===== config.mk =====
export PLATFORM = sky130hd
export DESIGN_NAME = mod_dbl_add_step
export DESIGN_NICKNAME = d
export VERILOG_FILES = /design/src/rtl/mod_dbl_add_step.sv
export SDC_FILE = /design/constraint.sdc
export NUM_CORES = 1
export LEC_CHECK = 0
export ABC_AREA = 1
export CAP_MARGIN = 20
export CELL_PAD_IN_SITES_DETAIL_PLACEMENT = 0
export CELL_PAD_IN_SITES_GLOBAL_PLACEMENT = 1
export CORE_UTILIZATION = 35
export DETAILED_ROUTE_END_ITERATION = 10
export PLACE_DENSITY = 0.86
export SLEW_MARGIN = 20
export SYNTH_ARGS = -nofsm -noshare
export SYNTH_HDL_FRONTEND = slang
export SYNTH_SLANG_ARGS = --single-unit

===== constraint.sdc =====
create_clock -name vclk -period 7.8
set_input_delay 1.95 -clock vclk [all_inputs]
set_output_delay 1.95 -clock vclk [all_outputs]
set_load 0.01 [all_outputs]

===== src/rtl/mod_dbl_add_step.sv =====
// One step of interleaved modular multiplication: acc_next = (2*acc + bit*a) mod p.
// Requires acc < p and a < p, so each reduction needs only one conditional subtract.
module mod_dbl_add_step #(
   parameter int W = 8
) (
   input  logic [W-1:0] acc,
   input  logic [W-1:0] a,
   input  logic [W-1:0] p,
   input  logic         add_bit,
   output logic [W-1:0] acc_next
);

   logic [W:0] p_ext;
   logic [W:0] dbl;
   logic [W:0] dbl_red;
   logic [W:0] sum;

   // All intermediates carry one extra bit so 2*acc and dbl+a never overflow.
   always_comb begin
      p_ext   = {1'b0, p};
      dbl     = {acc, 1'b0};
      dbl_red = (dbl >= p_ext) ? (dbl - p_ext) : dbl;
      sum     = dbl_red + {1'b0, a};
      if (add_bit) begin
         acc_next = (sum >= p_ext) ? W'(sum - p_ext) : W'(sum);
      end else begin
         acc_next = W'(dbl_red);
      end
   end

endmodule


* Word-level counts from Yosys, hierarchy flattened
Cells that the tools add are included.
** Operators by class
- Muxes and demuxes :: 3
- Magnitude comparators :: 2
- $add $sub $neg :: 3
** Operator list (count)
- $ge 9x8->1 :: 2
- $mux 8 :: 2
- $add 9x8->9 :: 1
- $mux 9 :: 1
- $sub 9x8->9 :: 1
- $sub 8x8->8 :: 1
** Word-level totals
- Logic and storage cells :: 8
- Register bits :: 0
- Output and inout port bits :: 8
- Bits of input ports :: 25

* Longest topological paths before layout
Gate-level depths: netlist of the first run.
- Depth after elaboration :: 6
- Depth in mapped cells :: 30
- Depth with buffers taken out :: 30

* Worst setup path after synthesis of the first run
Ideal clock, no wire load.
- Path type :: input port to output port
- Start :: in p[1]
- End :: out acc_next[2]
- Arrival :: 5.472 ns
- Data required time :: 5.850 ns
- Buffers on the path :: 0
- Cell stages on the path :: 29
- Path slack :: 0.378 ns
- Path through :: inv_1 -> ha_1 -> ha_1 -> nand3_1 -> nor2_1 -> nor2_2 -> nand2_4 -> inv_2 -> nor2_1 -> ha_1 -> inv_1 -> fa_1 -> inv_1 -> nand2_1 -> nand2_1 -> nand2_1 -> o21bai_1 -> xor2_1 -> inv_1 -> ha_1 -> nand2_1 -> inv_1 -> nand4_1 -> o211ai_1 -> nand2_1 -> nand3_4 -> nand2_1 -> nand3_1 -> nand2_1
** Between the ends
- Longest elaborated chain between the ends :: 6
- Elaborated cells between the ends (all ways) :: 8
- Those cells by class :: add/sub: 3; order compare: 2; mux: 3
** Ends and longest elaborated chain
- from (decl) :: line 8 : input logic [W-1:0] p,
- $sub 9x8->9 / $ge 9x8->1 (equally long branches) :: line 22 : dbl_red = (dbl >= p_ext) ? (dbl - p_ext) : dbl;
- $mux 9 :: line 22
- $add 9x8->9 :: line 23 : sum = dbl_red + {1'b0, a};
- $sub 8x8->8 / $ge 9x8->1 (equally long branches) :: line 25 : acc_next = (sum >= p_ext) ? W'(sum - p_ext) : W'(sum);
- $mux 8 :: line 25
- $mux 8 (*) :: line 24 : if (add_bit) begin
- to (decl) :: line 10 : output logic [W-1:0] acc_next
Mark *: on every way between the ends. The rest lies on a longest branch, timed or not.

* Worst setup path after layout of the first run
- Start :: in acc[0]
- End :: out acc_next[7]
** Between the ends
- Longest elaborated chain between the ends :: 6
- Elaborated cells between the ends (all ways) :: 8
- Those cells by class :: add/sub: 3; order compare: 2; mux: 3
** Ends and longest elaborated chain
- from (decl) :: line 6 : input logic [W-1:0] acc,
- $sub 9x8->9 / $ge 9x8->1 (equally long branches) :: line 22
- $mux 9 (*) :: line 22
- $add 9x8->9 :: line 23
- $sub 8x8->8 / $ge 9x8->1 (equally long branches) :: line 25
- $mux 8 :: line 25
- $mux 8 (*) :: line 24
Marks and branches as above.

==> flow_summary.toml, run 1 <==
[run_status]
outcome = "finished, final reports clean"

[worst_hold_path]
min_path_type = "input pin to output pin"

[cells_and_area]
n_sequential_cell = 0
diodes = 0
drive_above_1_share_pct = 49.1
design_area_sq_um = 2940
multi_input_area_sq_um = 1680
seqCellArea_sq_um = 0
clockBufferCount = 0
final.fill_count = 297
area_growth_pct = 101
fin_nets = 434
fin_cells = 429

[place]
dpl_cell_area_sq_um = 2340
numPortBuffers = 33
place_hpwl_um = 3860
placed_cells = 398
place_congestion = 0.975

[floorplanning]
die_w_um = 66.6
design.core.area_sq_um = 4000
die_height_um = 66.6
io_pins = 33
rows = 23
die-area_sq_um = 4430
start_util_pct = 36.5

[synth]
ys_seq_area_share_pct = 0
ys_warn_count = 0
synth_area_sq_um = 1460
netlist-cell-type-count = 24
syn-num-nets = 303
syn-mean-instance-area_sq_um = 5.84
postSynthCellCount = 250

[timing]
slew_headroom_pct = 75.1
fmax_mhz = 131
hold_viol_final = 0
setup_violations = 0
fin_crit_sh_pct = 98.0
period_needed_ps = 7640
hold_ws_ps = 4420
worst_pin_slew_ps = 373
drv_slew = 0

[drt]
via_per_inst = 4.86
routed_wl_um = 5460
via_count = 2086
drtAntennaViolNets = 0
wl_per_cell_um = 12.7
drtIter0Drc = 61
first_pass_iters = 4
drc = 0

[run]
cap_viol_max_count = 0

[global_route]
overflow = 0
grt_pass1_wl_um = 8290
track_usage_pct = 23.9
first_global_vias = 2001
grt_start_max_net_pins = 11
antenna_found_initial = 0

[power_and_ir_drop]
ir_drop_mv = 0.0867
leakage_nw = 1.50
powerDensity_nw_per_um2 = 207

[setup_path]
worstPathMaxFanout = 6
critical_path_class = "input pin to output pin"
cp-start-kind = "input pin"
required_ps = 5850
crit_slowest_cell = "fa_2"
critPathCaptureType = "output pin"
worstPathArrival_ps = 5690
max_stage_delay_ps = 330

[clocking]
cts_hold_buf = 0
## cell usage in the layout, fill, tap and decap left out, drive strengths merged
master           n
a21oi           14
a31oi            2
a41oi            1
buf            105
clkbuf           3
clkdlybuf4s15    6
clkdlybuf4s50   10
dlygate4sd2      6
fa               3
ha              25
inv             45
nand2           83
nand3           23
nand3b           1
nand4            9
nor2            13
o211ai           1
o21ai            9
o21bai           4
or2              1
xnor2            6
xor2             9
## stage by stage
stage          total power [mW]  setup TNS [ps]  worst slack, ps  utilization (%)
6_report                  0.609               0              157             73.4
5_1_grt                   0.660            -380            -82.8             73.4
4_1_cts                   0.546               0             81.9             68.6
3_5_place_dp              0.462           -6260             -820             58.6
3_3_place_gp              0.457           -5980             -786             58.6
2_1_floorplan             0.261               0              378                -
## critical path, delay by kind of cell
family                   cells  cell delay (ps)
adder cells (fa/ha/maj)      5             1250
buffers and inverters        8              970
AO/OA/AOI/OAI                4              520
XOR/XNOR                     1              230
AND/OR/NAND/NOR              9              780
## kinds of logic after synthesis
family / after synthesis / synth area share, %
and+or+nand+nor: 130 / 41.1
buffers and inverters: 46 / 11.9
AOI/OAI and AO/OA: 31 / 12.4
adders and majority gates: 28 / 25.5
xor gates and xnor gates: 15 / 9.00
## final timing paths
kind  startpoint  slack, ps           to  cells after the start
min       acc[3]       4420  acc_next[4]                      6
max       acc[0]        160  acc_next[7]                     27
## power by group
part	internal, mW	switching [mW]
Sequential	0	0
Clock	0	0
Combinational	0.310	0.300
## Yosys cell counts, types with 2 or more instances
master / n / area share, %
xnor2_1: 6 / 3.6
nand2_1: 78 / 20
nand3_1: 20 / 6.9
nand2_4: 2 / 1.5
nand4_1: 9 / 3.9
a21oi_1: 14 / 4.8
nand3_4: 2 / 2.4
a31oi_1: 2 / 0.86
xor2_1: 9 / 5.4
ha_1: 25 / 21
o21ai_0: 9 / 3.1
nor2_1: 12 / 3.1
nand2_2: 3 / 1.3
inv_1: 44 / 11
fa_1: 3 / 4.1
o21bai_1: 4 / 2.1
## layout make-up
cell class	instances	share of cell area, %
Inverter	45	5.92
Tap cell	50	2.13
Multi-Input combinational cell	204	57.3
Timing Repair Buffer	130	34.7
## repair_timing
action	CTS	global route
setup buffers	28	3
setup endpoints to repair	8	8
resized for setup	101	49
pin swaps	35	42
endpoints found under the hold margin	0	0
## per-layer routing
| metal | vias to the layer above | track usage (%) | wire, um |
|---|---|---|---|
| met1 | 965 | 28.1 | 2260 |
| met4 | 0 | 5.32 | 122 |
| met3 | 10 | 1.54 | 170 |
| li1 | 1072 | - | - |
| met2 | 39 | 46.2 | 2900 |
| met5 | - | 0 | 0 |
Note: power is estimated with default switching activity, not from simulation.
==> inputs of run 2 (changes only) <==
CORE_UTILIZATION = 25   (was 35)
PLACE_DENSITY = 0.66   (was 0.86)
==> run 2 against run 1 <==
Compared with the run above: global-route usage fell by 6.7 points; maximum frequency rose by 0.37%; first-iteration DRC count rose by 15%; count of clock-buffer cells in the layout did not move; critical endpoint unchanged; die area rose by 39%; total power fell by 1.0%; non-clock buffer count rose by 11; sequential cell count did not move; setup slack improved by 28 ps; cell count rose by 7.7%; hold slack improved by 110 ps.
==> flow_summary.toml, run 2 (synthesis gave the netlist of run 1 again) <==
[timing]
period_needed_ps = 7610
worst_pin_slew_ps = 381
fin_crit_sh_pct = 97.6
final.setup.worst_slack_ps = 186
fmax_mhz = 131
slew_headroom_pct = 74.5
hold_viol_final = 0
setup_violations = 0
drv_slew = 0

[place]
numPortBuffers = 33
post-place-ws_ps = -1060
place_hpwl_um = 4160
place_congestion = 0.892

[drt]
via_count = 2026
via_per_inst = 4.39
drtAntennaViolNets = 0
drtIter0Drc = 70
first_pass_iters = 4
drc = 0
wl_per_cell_um = 11.5
routed_wl_um = 5340

[power_and_ir_drop]
powerDensity_nw_per_um2 = 211
ir_drop_mv = 0.0948
total_power_uw = 603
leakage_nw = 1.54

[floorplanning]
design.core.area_sq_um = 5570
rows = 27
io_pins = 33
die_height_um = 78.4
die_w_um = 78.4
start_util_pct = 26.2
die-area_sq_um = 6150

[setup_path]
worstPathArrival_ps = 5660
critPathCaptureType = "output pin"
critical_path_class = "input pin to output pin"
cp-start-kind = "input pin"
worstPathMaxFanout = 6
crit_cells = 30
crit_slowest_cell = "fa_2"
required_ps = 5850
path_delay_family = "adder cells"
max_stage_delay_ps = 340
cpMostUsedCell = "ha_4"
critPathBufInv = 9

[cells_and_area]
seqCellArea_sq_um = 0
clockBufferCount = 0
n_sequential_cell = 0
area_growth_pct = 95.8
fin_nets = 445
layout_commonest_cell = "buf_4"
layout_common_cells = "106 x buf_4, 70 x nand2_1, 32 x inv_1"
diodes = 0
drive_above_1_share_pct = 46.4

[global_route]
antenna_found_initial = 0
grt_pass1_wl_um = 8520
first_global_vias = 1968
overflow = 0
grt_start_max_net_pins = 10
track_usage_pct = 17.2

[worst_hold_path]
min-delay-start = "acc[4]"
min_path_type = "input pin to output pin"
whs_endpoint = "acc_next[5]"
hold_depth = 7

[clocking]
cts_hold_buf = 0

[run]
cap_viol_max_count = 0

[run_status]
outcome = "finished, final reports clean"
[run 2: cell count changes in the layout (fill, tap and decap cells not counted), moves of 4 or more]
cell	before	now
nand2_2	17	9
clkdlybuf4s15_1	6	2
dlygate4sd2_1	6	1
nand2_1	63	70
buf_6	6	2
clkbuf_2	3	9
buf_4	91	106
[run 2: through the flow]
| step | util (%) | hold WS (ps) | std cells | TNS [ps] | instance area [sq um] |
|---|---|---|---|---|---|
| final | 51.3 | 4520 | 462 | 0 | 2860 |
| after global routing | 51.3 | 4580 | 462 | -22.8 | 2860 |
| after CTS | 50.7 | 4610 | 459 | 0 | 2830 |
| after detailed placement | 44.2 | 5170 | 432 | -8200 | 2460 |
| after global placement | 44.2 | 5190 | 432 | -8150 | 2460 |
| after floorplan | - | 4130 | 250 | 0 | 1460 |
[run 2: area by class of cell]
| type | instances | area, sq um |
|---|---|---|
| multi-input cells | 204 | 1540 |
| well taps | 72 | 90.1 |
| repair buffers | 141 | 1050 |
| inverters | 45 | 179 |
| fillers | 552 | 2720 |
[run 2: routing by layer]
metal	vias to the layer above	wire length [um]	global-route usage [%]
met5	-	0	0
met4	0	12	0.741
met3	2	190	0.698
met2	33	2740	33.6
met1	895	2390	21.5
li1	1096	-	-
[run 2: how the worst max path moves through the flow]
stage,from,to
floorplan,p[1],acc_next[2]
global placement,p[1],acc_next[0]
detailed placement,p[1],acc_next[6]
CTS,p[3],acc_next[6]
global route,p[0],acc_next[2]
finish,p[1],acc_next[7]
[run 2: where the power goes]
group | switching (mW) | internal, mW | leakage, nW
clock network | 0 | 0 | 0
logic | 0.281 | 0.322 | 1.54
registers | 0 | 0 | 0
total | 0.281 | 0.322 | 1.54
[run 2: timing repair]
item / 4_1_cts / 5_1_grt
setup buffers: 27 / 4
gates resized for setup: 105 / 35
endpoints found under the setup margin: 8 / 8
pin swaps: 32 / 35
==> inputs of run 3 (changes only) <==
CORE_UTILIZATION = 36   (was 25)
GPL_ROUTABILITY_DRIVEN = 0   (was unset)
PLACE_DENSITY = 0.88   (was 0.66)
==> run 3 against run 2 <==
Compared with the run above: combinational power up 3%; sequential share of layout area unchanged; cell count down 6.9%; hold slack better by 78 ps; core utilization up 28 points; count of clock-buffer cells in the layout unchanged; first-iteration DRC count up 17%; die area down 30%; critical path depth unchanged; via count up 3.1%; total power up 2.7%.
==> flow_summary.toml, run 3 (synthesis gave the netlist of run 1 again) <==
[power_and_ir_drop]
p_comb_share_pct = 100.0
p_sw_uw = 300
p_int_uw = 319
p_seq_share_pct = 0
total_power_uw = 619
ir_drop_mv = 0.106
clock_power_share_pct = 0
swShare_pct = 48.4
leakage_nw = 1.54
powerDensity_nw_per_um2 = 208

[cells_and_area]
clockBufferCount = 0
fin_cells = 430
fin_nets = 437
area_growth_pct = 104
diodes = 0
final.fill_count = 276
layout_common_cells = "95 x buf_4, 58 x nand2_1, 28 x inv_1"
n_sequential_cell = 0
seqCellArea_sq_um = 0
drive_above_1_share_pct = 52.4
final_core_util_pct = 79.1
design_area_sq_um = 2980
layout_commonest_cell = "buf_4"

[drt]
via_per_inst = 4.86
routed_wl_um = 5450
wl_per_cell_um = 12.7
first_pass_iters = 4
drc = 0
drtIter0Drc = 82
via_count = 2088
drtAntennaViolNets = 0

[timing]
fmax_mhz = 131
fin_crit_sh_pct = 97.6
worst_pin_slew_ps = 399
hold_viol_final = 0
period_needed_ps = 7610
hold_ws_ps = 4600
setup_violations = 0
drv_slew = 0
slew_headroom_pct = 73.3

[floorplanning]
die-area_sq_um = 4310
design.core.area_sq_um = 3770
rows = 22
die_w_um = 65.7
die_height_um = 65.7
start_util_pct = 38.7
io_pins = 33

[worst_hold_path]
min_path_type = "input pin to output pin"

[place]
place_hpwl_um = 3830
placed_cells = 402
dpl_cell_area_sq_um = 2390
numPortBuffers = 33

[global_route]
first_global_vias = 1952
grt_pass1_wl_um = 8130
overflow = 0
track_usage_pct = 23.8
grt_start_max_net_pins = 11
antenna_found_initial = 0

[setup_path]
cp-start-kind = "input pin"
crit_slowest_cell = "dlygate4sd2_1"
worstPathMaxFanout = 6
critical_path_class = "input pin to output pin"
critPathCaptureType = "output pin"
max_stage_delay_ps = 300
path_delay_family = "buffers and inverters"
worstPathArrival_ps = 5660
critPathBufInv = 10
required_ps = 5850

[run_status]
outcome = "finished, final reports clean"

[run]
cap_viol_max_count = 0
-- run 3: changes by cell type in the layout (fill, tap and decap cells not counted), sizes merged --
cell,delta
dlymetal6s2s,-1
clkdlybuf4s50,+1
dlygate4sd2,+11
buf,-12
clkdlybuf4s15,-1
clkbuf,-6
-- run 3: routing by layer --
metal  vias to the layer above  share of wire, %  routed length [um]  GRT usage (%)
li1                       1075                 -                   -              -
met1                       948                42                2310           28.4
met2                        52                52                2830           48.0
met3                        13               3.9                 210              0
met4                         0               1.8                 100           2.45
met5                         -                 0                   0              0
-- run 3: power by group through the flow --
stage	clock (mW)	combinational [mW]	sequential, mW
floorplan	0	0.261	0
global placement	0	0.468	0
detailed placement	0	0.474	0
CTS	0	0.533	0
global route	0	0.673	0
finish	0	0.619	0
-- run 3: worst min-delay path, delay by kind of cell --
| family | cells | cell delay [ps] |
|---|---|---|
| buf+inv | 4 | 490 |
| simple gates | 3 | 140 |
| compound gates | 1 | 80 |
-- run 3: per-stage QoR --
| stage | TNS [ps] | worst slack (ps) |
|---|---|---|
| finish | 0 | 188 |
| global route | -244 | -49.2 |
| CTS | 0 | 54.8 |
| detailed placement | -6210 | -818 |
| global placement | -5780 | -765 |
| floorplan | 0 | 378 |
-- run 3: final timing paths --
kind	startpoint	end	depth (start not counted)
max	p[2]	acc_next[7]	30
min	acc[1]	acc_next[2]	8
-- run 3: cell type report --
class              count  area (sq um)  share of cell area (%)
repair buffers       133          1040                    34.9
multi-input cells    204          1710                    57.2
well taps             48          60.1                    2.01
inverters             45           174                    5.83
-- run 3: what timing repair did --
item | CTS | global route
gates resized for setup | 95 | 59
pin swaps | 31 | 43
endpoints found under the hold margin | 0 | 0
setup buffers | 19 | 10
hold buffers | 0 | 0
gates cloned | 0 | 0
setup endpoints to repair | 8 | 8
